### src/rtl/pipe_hazard_ctrl.sv
// rtl/pipe_hazard_ctrl.sv - Y86-64 PIPE stall/bubble control with run-state FSM; optional counters via PIPE_PERF_CNT_EN
module pipe_hazard_ctrl #(
  parameter int CNT_W = 32
) (
  input  logic             clk,
  input  logic             rst,
  input  logic             start,
  input  logic [3:0]       D_icode,
  input  logic [3:0]       d_srcA,
  input  logic [3:0]       d_srcB,
  input  logic [3:0]       E_icode,
  input  logic [3:0]       E_dstM,
  input  logic             e_Cnd,
  input  logic [3:0]       M_icode,
  input  logic [1:0]       m_stat,
  input  logic [1:0]       W_stat,
  output logic             F_stall,
  output logic             D_stall,
  output logic             D_bubble,
  output logic             E_bubble,
  output logic             M_bubble,
  output logic             W_stall,
  output logic             set_cc,
  output logic [1:0]       run_state,
  output logic             halted,
  output logic [1:0]       halt_code,
  output logic [CNT_W-1:0] cycle_cnt,
  output logic [CNT_W-1:0] loaduse_cnt,
  output logic [CNT_W-1:0] mispred_cnt,
  output logic [CNT_W-1:0] ret_cnt
);

  localparam logic [3:0] IMRMOVQ = 4'h5;
  localparam logic [3:0] IOPQ    = 4'h6;
  localparam logic [3:0] IJXX    = 4'h7;
  localparam logic [3:0] IRET    = 4'h9;
  localparam logic [3:0] IPOPQ   = 4'hB;
  localparam logic [3:0] RNONE   = 4'hF;

  typedef enum logic [1:0] {
    S_IDLE   = 2'b00,
    S_RUN    = 2'b01,
    S_HALTED = 2'b10
  } state_t;

  state_t state;
  state_t state_nxt;

  logic lu;
  logic rt;
  logic mp;
  logic exc_m;
  logic exc_w;

  // Hazard detection terms; RNONE destinations never create a load-use dependency
  assign lu    = ((E_icode == IMRMOVQ) || (E_icode == IPOPQ)) && (E_dstM != RNONE) &&
                 ((E_dstM == d_srcA) || (E_dstM == d_srcB));
  assign rt    = (D_icode == IRET) || (E_icode == IRET) || (M_icode == IRET);
  assign mp    = (E_icode == IJXX) && !e_Cnd;
  assign exc_m = (m_stat != 2'b00);
  assign exc_w = (W_stat != 2'b00);

  // Run-state register and halt status capture on the RUN->HALTED edge
  always_ff @(posedge clk or posedge rst) begin
    if (rst) begin
      state     <= S_IDLE;
      halt_code <= 2'b00;
    end else begin
      state <= state_nxt;
      if ((state == S_RUN) && exc_w) begin
        halt_code <= W_stat;
      end
    end
  end

  // Next-state logic and per-state selection of the stage-register controls
  always_comb begin
    state_nxt = state;
    F_stall   = 1'b0;
    D_stall   = 1'b0;
    D_bubble  = 1'b0;
    E_bubble  = 1'b0;
    M_bubble  = 1'b0;
    W_stall   = 1'b0;
    set_cc    = 1'b0;
    case (state)
      S_IDLE: begin
        F_stall  = 1'b1;
        D_bubble = 1'b1;
        E_bubble = 1'b1;
        M_bubble = 1'b1;
        if (start) begin
          state_nxt = S_RUN;
        end
      end
      S_RUN: begin
        F_stall  = lu | rt;
        D_stall  = lu;
        D_bubble = mp | (!lu & rt);
        E_bubble = mp | lu;
        M_bubble = exc_m | exc_w;
        W_stall  = exc_w;
        set_cc   = (E_icode == IOPQ) & !exc_m & !exc_w;
        if (exc_w) begin
          state_nxt = S_HALTED;
        end
      end
      S_HALTED: begin
        F_stall  = 1'b1;
        D_stall  = 1'b1;
        E_bubble = 1'b1;
        M_bubble = 1'b1;
        W_stall  = 1'b1;
      end
      default: begin
        F_stall   = 1'b1;
        D_bubble  = 1'b1;
        E_bubble  = 1'b1;
        M_bubble  = 1'b1;
        state_nxt = S_IDLE;
      end
    endcase
  end

  assign run_state = state;
  assign halted    = (state == S_HALTED);

`ifdef PIPE_PERF_CNT_EN
  localparam logic [CNT_W-1:0] CNT_ONE = {{(CNT_W-1){1'b0}}, 1'b1};

  // Saturating event counters, advanced only while running
  always_ff @(posedge clk or posedge rst) begin
    if (rst) begin
      cycle_cnt   <= '0;
      loaduse_cnt <= '0;
      mispred_cnt <= '0;
      ret_cnt     <= '0;
    end else if (state == S_RUN) begin
      if (!(&cycle_cnt)) begin
        cycle_cnt <= cycle_cnt + CNT_ONE;
      end
      if (lu && !(&loaduse_cnt)) begin
        loaduse_cnt <= loaduse_cnt + CNT_ONE;
      end
      if (mp && !(&mispred_cnt)) begin
        mispred_cnt <= mispred_cnt + CNT_ONE;
      end
      if (rt && !lu && !(&ret_cnt)) begin
        ret_cnt <= ret_cnt + CNT_ONE;
      end
    end
  end
`else
  assign cycle_cnt   = '0;
  assign loaduse_cnt = '0;
  assign mispred_cnt = '0;
  assign ret_cnt     = '0;
`endif

endmodule

### config.mk
export PLATFORM = sky130hd
export DESIGN_NAME = pipe_hazard_ctrl
export DESIGN_NICKNAME = d
export VERILOG_FILES = /design/src/rtl/pipe_hazard_ctrl.sv
export SDC_FILE = /design/constraint.sdc
export NUM_CORES = 1
export LEC_CHECK = 0
export BUFFER_PORTS_ARGS = -buffer_cell sky130_fd_sc_hd__buf_4
export CAP_MARGIN = 30
export CORE_UTILIZATION = 34
export DETAILED_ROUTE_END_ITERATION = 10
export PLACE_DENSITY = 0.83
export SYNTH_ARGS = -nofsm -noshare
export SYNTH_HDL_FRONTEND = slang
export SYNTH_SLANG_ARGS = --single-unit
export TNS_END_PERCENT = 50
### constraint.sdc
create_clock -name clk -period 2.05 [get_ports clk]
set_input_delay 0.3075 -clock clk [delete_from_list [all_inputs] [get_ports clk]]
set_output_delay 0.3075 -clock clk [all_outputs]
set_load 0.01 [all_outputs]
==> results of run 1 <==
synthesized netlist by cell type:
cell / n
nor4_1: 1
buf_2: 1
o21a_1: 2
inv_1: 4
nand4_1: 1
nor4bb_1: 3
a311oi_2: 1
xor2_1: 8
o2111a_1: 1
a21oi_1: 3
o21ai_0: 2
conb_1: 1
nand3_1: 3
mux2_2: 1
o211a_1: 1
nand2_1: 6
nor2_1: 2
ha_1: 4
nor3_1: 1
and3b_1: 2
nor2b_1: 2
nor4_2: 1
dfrtp_1: 4
nor3b_1: 2
nand3b_1: 1
buf_4: 128
metal layers:
layer	up-vias	wire, microns	track usage [%]
met2	91	1200	17.3
li1	428	-	-
met1	406	757	8.52
met3	3	304	1.18
met5	-	0	0
met4	0	23	3.19
logic make-up (layout without fill, tap and decap cells):
family | Yosys count | in the layout
flops | 4 | 4
other cells | 1 | 128
fa+ha+maj | 4 | 4
simple gates | 25 | 25
xor+xnor | 8 | 8
mux | 1 | 1
compound gates | 10 | 10
buf+inv | 133 | 52
tightest hold or removal path: stages:
cell and delay, ps:
buf_4 80, nand2_1 50, nand2_1 50
registers in the layout (all words and copies together), names as in the netlist:
register / flops
run_state: 2
halt_code: 2
metrics by stage:
stage / hold slack [ps] / util, % / cell area, sq um / setup slack, ps / power (mW)
2_1_floorplan: 73.6 / - / 1930 / 405 / 0.695
5_1_grt: 338 / 34.7 / 1410 / 20.5 / 1.05
3_5_place_dp: 210 / 33.4 / 1350 / 190 / 0.785
3_3_place_gp: 202 / 33.4 / 1350 / 188 / 0.774
4_1_cts: 314 / 34.6 / 1410 / 75.4 / 0.955
6_report: 317 / 34.7 / 1410 / 214 / 0.952
final timing paths:
path	from	endpoint	slack, ps	depth (start not counted)
max	E_dstM[1]	D_stall	210	6
min	W_stat[0]	halt_code[0]	320	3
max reg2reg	run_state[1]	run_state[1]	420	6
min reg2reg	halt_code[0]	halt_code[0]	490	2
max in group asynchronous	rst	run_state[0]	1360	3
min in group asynchronous	rst	halt_code[0]	540	3
layout by cell type (no fill, tap or decap):
master / instances
o2111a_1: 1
dfrtp_1: 4
buf_4: 44
ha_1: 3
conb_1: 128
nand2_1: 6
nor4_2: 1
nor4bb_1: 3
nor2_1: 2
nand3b_1: 1
nor3_1: 1
a311oi_2: 1
o21a_1: 2
nand3_1: 3
dlygate4sd3_1: 1
nor2b_1: 2
inv_1: 4
clkbuf_8: 3
nor3b_1: 2
and3b_1: 2
o211a_1: 1
ha_2: 1
xor2_1: 8
nor4_1: 1
a21oi_1: 3
o21ai_0: 2
mux2_2: 1
nand4_1: 1
final cells by class:
class	instances	area [sq um]
repair buffers	45	340
inverters	4	15.0
multi-input cells	176	848
well taps	50	62.6
flip-flops and latches	4	100
clock buffers	3	41.3
fillers	431	2650
what timing repair did:
item,4_1_cts,5_1_grt
setup endpoints to repair,0,1
resized for setup,0,1
hold buffers,1,0
setup buffers,0,0
endpoints found under the hold margin,4,0
where the power goes:
part / switching, mW / total, mW / internal (mW)
clock network: 0.0394 / 0.164 / 0.125
registers: 0.0351 / 0.154 / 0.119
logic: 0.357 / 0.634 / 0.277
total: 0.432 / 0.952 / 0.521
==> load_flow_metrics.sql, run 1 <==
INSERT INTO impl_metrics (metric_group, metric, value, unit) VALUES
('route', 'drcViolationCount', '0', ''),
('critical_path', 'crit_fanout', '3', ''),
('yosys', 'synth_top_family_by_area', 'buffers and inverters', ''),
('yosys', 'yosys_warnings', '0', ''),
('sta', 'clock-skew-final', '1.29', 'ps'),
('placement', 'routabilityCongestion', '0.658', ''),
('pwr', 'ir_worst_vdd', '0.484', 'mV'),
('placement', 'hpwl', '2130', 'microns'),
('sta', 'timing.final.setup_violations', '0', ''),
('yosys', 'synth-compound-area-share', '5.26', '%'),
('clock_tree', 'cts_tree', 'built', ''),
('yosys', 'post_synth_inst_count', '186', ''),
('cells_and_area', 'areaGrowthSynthToFinish', '-2.93', '%'),
('yosys', 'ys_seq_area_share', '6.90', '%'),
('clock_tree', 'cts_buffer_depth', '2', ''),
('yosys', 'netlist_area', '0.00145', 'sq mm'),
('sta', 'grt_setup_unrepaired', 'no', ''),
('yosys', 'post_synth_num_cell_types', '26', ''),
('critical_path', 'critPathCaptureType', 'output pin', ''),
('clock_tree', 'clkLatencyLatePin', '220', 'ps'),
('route', 'ant_nets', '0', ''),
('critical_path', 'crit_path_start_kind', 'primary input', ''),
('yosys', 'synth_xor_area_share', '4.83', '%'),
('critical_path', 'critical_path_s_largest_stage_delay', '370', 'ps'),
('clock_tree', 'tritoncts.num_buffers', '3', ''),
('grt', 'first_global_vias', '655', ''),
('clock_tree', 'clock-sinks', '4', ''),
('grt', 'number_of_antenna_violations_at_the_first_check_in_global_routing', '0', ''),
('yosys', 'synth.top_cell.area_share', '66.3', '%'),
('floorplanning', 'initial_core_util', '35.7', '%'),
('placement', 'dpl.cell_count', '278', ''),
('pwr', 'leakage', '0.879', 'nW'),
('yosys', 'synthTopCellsByArea', 'buf_4 66%, dfrtp_1 6.9%, xor2_1 4.8%', ''),
('cells_and_area', 'fin_nets', '270', ''),
('sta', 'post_route_fraction_of_the_period_consumed_by_the_critical_path', '89.5', '%'),
('yosys', 'netlist.top_cell.by_area', 'buf_4', ''),
('sta', 'setup_total_negative_slack', '0', 'ps'),
('sta', 'slew_limit_fails', '0', ''),
('hold_path', 'class_of_the_worst_hold_path', 'in2reg', ''),
('critical_path', 'cell_chain_of_the_critical_path', 'buf_4 > xor2_1 > nor4_2 > o2111a_1 > o21a_1 > buf_4', ''),
('cells_and_area', 'antenna_cells', '0', ''),
('route', 'post_drt_via_cell_ratio', '3.29', ''),
('cells_and_area', 'cell_count_final_fillers_out', '282', ''),
('critical_path', 'cp.required', '1740', 'ps'),
('floorplanning', 'floorplan.io_pins', '172', ''),
('critical_path', 'path_common_cell', 'buf_4', ''),
('critical_path', 'criticalPathCategory', 'in2out', ''),
('floorplanning', 'fp-row-count', '23', ''),
('floorplanning', 'die_w', '67.3', 'microns'),
('route', 'routed_wirelength', '2290', 'microns'),
('route', 'via_count', '928', ''),
('route', 'first_pass_iteration_count_of_the_detailed_router', '4', ''),
('cells_and_area', 'layout-drive-gt1-share', '22.0', '%'),
('pwr', 'power_density', '676', 'mW/mm^2'),
('floorplanning', 'dieArea', '0.00453', 'sq mm'),
('job', 'cap_viol_max_count', '0', ''),
('sta', 'fmaxAchievable', '0.545', 'GHz'),
('grt', 'grt.overflow.total', '0', ''),
('grt', 'grt_pass1_wl', '2800', 'microns'),
('clock_tree', 'clkSlewWorstSetupHoldPaths', '30', 'ps'),
('yosys', 'yosys_register_bits', '4', ''),
('yosys', 'postSynthAreaPerCell', '7.80', 'sq um'),
('grt', 'pin_count_of_the_biggest_net_entering_global_routing', '8', ''),
('critical_path', 'worst-endpoint-arrival', '1530', 'ps'),
('sta', 'layout_min_cycle_time', '1840', 'ps'),
('placement', 'numPortBuffers', '43', ''),
('clock_tree', 'clock_tree.htree_level_count', '1', ''),
('yosys', 'synth_fa_ha_area_share', '3.45', '%'),
('yosys', 'multiplexer_area_fraction_after_synthesis', '0.777', '%'),
('sta', 'finalHoldViolations', '0', ''),
('floorplanning', 'floorplan.core_area', '0.00406', 'sq mm'),
('outcome', 'status', 'finished clean', ''),
('yosys', 'synthSimpleGateAreaFrac', '10.9', '%'),
('route', 'drt_iter0_markers', '25', ''),
('route', 'post_drt_wl_per_cell', '8.12', 'microns'),
('grt', 'grt_usage', '8.50', '%'),
('clock_tree', 'cts.root.buffer_cell', 'clkbuf_8', ''),
('floorplanning', 'dieHeight', '67.3', 'microns'),
('critical_path', 'critical_path.slowest_cell', 'nor4_2', ''),
('critical_path', 'path_delay_family', 'compound AO/OA/AOI/OAI gates', ''),
('critical_path', 'crit_buf_inv', '2', '');
Power figures use the tool's default switching activity.
==> run 2, diff against run 1 <==
==> config.mk (replaced) <==
export PLATFORM = sky130hd
export DESIGN_NAME = pipe_hazard_ctrl
export DESIGN_NICKNAME = d
export VERILOG_FILES = /design/src/rtl/pipe_hazard_ctrl.sv
export SDC_FILE = /design/constraint.sdc
export NUM_CORES = 1
export LEC_CHECK = 0
export CAP_MARGIN = 30
export CORE_AREA = 2 2 66 68
export DETAILED_ROUTE_END_ITERATION = 10
export DIE_AREA = 0 0 68 70
export DONT_BUFFER_PORTS = 1
export PLACE_DENSITY_LB_ADDON = 0.25
export SYNTH_ARGS = -nofsm -noshare
export SYNTH_HDL_FRONTEND = slang
export SYNTH_SLANG_ARGS = --single-unit
export TNS_END_PERCENT = 50
==> load_flow_metrics.sql, run 2 (same netlist as run 1, synthesis figures left out) <==
INSERT INTO impl_metrics (metric_group, metric, value, unit) VALUES
('outcome', 'status', 'finished clean', ''),
('clock_tree', 'tritoncts.num_buffers', '3', ''),
('grt', 'grt_usage', '6.63', '%'),
('hold_path', 'class_of_the_worst_hold_path', 'in2reg', ''),
('cells_and_area', 'fillCellCount', '489', ''),
('critical_path', 'criticalPathCategory', 'reg2out', ''),
('floorplanning', 'floorplan.io_pins', '172', ''),
('critical_path', 'cell_chain_of_the_critical_path', 'inv_1 > ha_1 > nor2b_1 > a311oi_2', ''),
('cells_and_area', 'layout_commonest_cell', 'conb_1', ''),
('clock_tree', 'cts_buffer_depth', '2', ''),
('cells_and_area', 'commonest_non_fill_non_tap_cells_in_the_layout', '128 x conb_1, 8 x xor2_1, 6 x nand2_1, 4 x inv_1, 4 x dfrtp_1', ''),
('floorplanning', 'dieArea', '0.00476', 'sq mm'),
('placement', 'dpl.cell_count', '238', ''),
('clock_tree', 'clkLatencyLatePin', '220', 'ps'),
('cells_and_area', 'cell_count_final_fillers_out', '242', ''),
('cells_and_area', 'layout-drive-gt1-share', '4.74', '%'),
('sta', 'slew_limit_fails', '0', ''),
('cells_and_area', 'fin_nets', '228', ''),
('grt', 'first_global_vias', '502', ''),
('cells_and_area', 'areaGrowthSynthToFinish', '-24.5', '%'),
('cells_and_area', 'multi_input_area', '848', 'sq um'),
('clock_tree', 'clock_tree.htree_level_count', '1', ''),
('route', 'met2_wirelength', '1050', 'microns'),
('cells_and_area', 'antenna_cells', '0', ''),
('route', 'first_pass_iteration_count_of_the_detailed_router', '4', ''),
('floorplanning', 'floorplan.core_area', '0.00414', 'sq mm'),
('route', 'via_count', '751', ''),
('cells_and_area', 'postLayoutCoreUtil', '26.4', '%'),
('clock_tree', 'cts_tree', 'built', ''),
('critical_path', 'critical_path_s_largest_stage_delay', '460', 'ps'),
('pwr', 'switching_power', '0.392', 'mW'),
('placement', 'numPortBuffers', '0', ''),
('critical_path', 'crit_buf_inv', '1', ''),
('pwr', 'ir_worst_vdd', '0.505', 'mV'),
('cells_and_area', 'cell_area_after_layout', '0.00109', 'sq mm'),
('placement', 'hpwl', '1900', 'microns'),
('critical_path', 'cp.required', '1740', 'ps'),
('route', 'ant_nets', '0', ''),
('floorplanning', 'dieHeight', '70', 'microns'),
('sta', 'finalHoldViolations', '0', ''),
('clock_tree', 'clock-sinks', '4', ''),
('pwr', 'power_density', '692', 'mW/mm^2'),
('route', 'drt_iter0_markers', '3', ''),
('grt', 'grt_pass1_wl', '2340', 'microns'),
('critical_path', 'path_delay_family', 'flip-flops', ''),
('pwr', 'seq_power_share', '23.3', '%'),
('route', 'routed_wirelength', '2040', 'microns'),
('clock_tree', 'cts.root.buffer_cell', 'clkbuf_8', ''),
('floorplanning', 'die_w', '68', 'microns'),
('critical_path', 'crit_path_start_kind', 'flip-flop', ''),
('placement', 'routabilityCongestion', '0.585', ''),
('placement', 'postPlaceCellArea', '0.00104', 'sq mm'),
('floorplanning', 'initial_core_util', '35.0', '%'),
('floorplanning', 'fp-row-count', '24', ''),
('critical_path', 'worst-endpoint-arrival', '1620', 'ps'),
('sta', 'layout_min_cycle_time', '1930', 'ps'),
('critical_path', 'critical_path.slowest_cell', 'dfrtp_1', ''),
('pwr', 'clockPowerShare', '21.5', '%'),
('route', 'post_drt_wl_per_cell', '8.43', 'microns'),
('grt', 'number_of_antenna_violations_at_the_first_check_in_global_routing', '0', ''),
('sta', 'post_route_fraction_of_the_period_consumed_by_the_critical_path', '94.2', '%'),
('grt', 'grt.overflow.total', '0', ''),
('sta', 'fmaxAchievable', '0.518', 'GHz'),
('pwr', 'comb_power_share', '55.2', '%'),
('job', 'cap_viol_max_count', '0', ''),
('sta', 'grt_setup_unrepaired', 'yes', ''),
('route', 'top_layer_used', 'met3', ''),
('critical_path', 'crit_fanout', '5', ''),
('route', 'met1_length', '531', 'microns'),
('sta', 'clock-skew-final', '4.55', 'ps'),
('route', 'post_drt_via_cell_ratio', '3.10', ''),
('grt', 'pin_count_of_the_biggest_net_entering_global_routing', '11', ''),
('pwr', 'total_power', '0.758', 'mW'),
('pwr', 'p_sw_share', '51.7', '%'),
('route', 'drcViolationCount', '0', ''),
('pwr', 'p_int', '0.366', 'mW'),
('sta', 'setup_total_negative_slack', '0', 'ps'),
('cells_and_area', 'register_area', '100', 'sq um'),
('critical_path', 'critPathCaptureType', 'output pin', ''),
('clock_tree', 'clkSlewWorstSetupHoldPaths', '30', 'ps'),
('pwr', 'leakage', '0.676', 'nW'),
('sta', 'timing.final.setup_violations', '0', ''),
('route', 'wl_met3', '454', 'microns');
-- run 2: routing by layer --
metal,GRT usage (%),vias to the layer above
met5,0,-
met4,2.67,0
met3,4.03,0
met2,12.1,84
met1,5.52,324
li1,-,343
-- run 2: repair_timing --
| action | 4_1_cts | 5_1_grt |
|---|---|---|
| hold endpoints to repair | 4 | 0 |
| gates resized for setup | 0 | 1 |
| endpoints found under the setup margin | 0 | 2 |
| setup buffers | 0 | 0 |
| hold buffers | 1 | 0 |
-- run 2: area by class of cell --
| cell class | instances | share of cell area (%) |
|---|---|---|
| Inverter | 4 | 1.37 |
| Clock buffer | 3 | 3.77 |
| Tap cell | 52 | 5.94 |
| Sequential cell | 4 | 9.14 |
| Multi-Input combinational cell | 176 | 77.5 |
| Timing Repair Buffer | 3 | 2.29 |
-- run 2: worst reg2reg max path: stages (launching register included) --
cell,delay [ps]
dfrtp_1,460
inv_1,100
ha_1,300
a21oi_1,220
o21ai_0,130
mux2_2,280
-- run 2: metrics by stage --
stage | setup slack, ps | hold slack, ps
after floorplan | 405 | 73.6
after global placement | 307 | 95.1
after detailed placement | 286 | 88.2
after CTS | 54.4 | 231
after global routing | -1.11 | 239
final | 120 | 233
-- run 2: power by group through the flow --
stage	combinational [mW]	clock [mW]	sequential (mW)
after detailed placement	0.414	0	0.178
after global placement	0.418	0	0.179
after global routing	0.480	0.178	0.186
after floorplan	0.529	0	0.165
after CTS	0.419	0.168	0.177
final	0.418	0.163	0.176
-- run 2: worst paths after layout --
check	start	endpoint	slack, ps	cells past startpoint
hold reg to reg	halt_code[1]	halt_code[1]	550	2
setup / recovery	run_state[0]	D_bubble	120	4
setup reg to reg	run_state[0]	run_state[1]	430	5
max in group asynchronous	rst	halt_code[1]	1480	2
hold / removal	W_stat[1]	halt_code[1]	230	2
min in group asynchronous	rst	run_state[0]	420	2
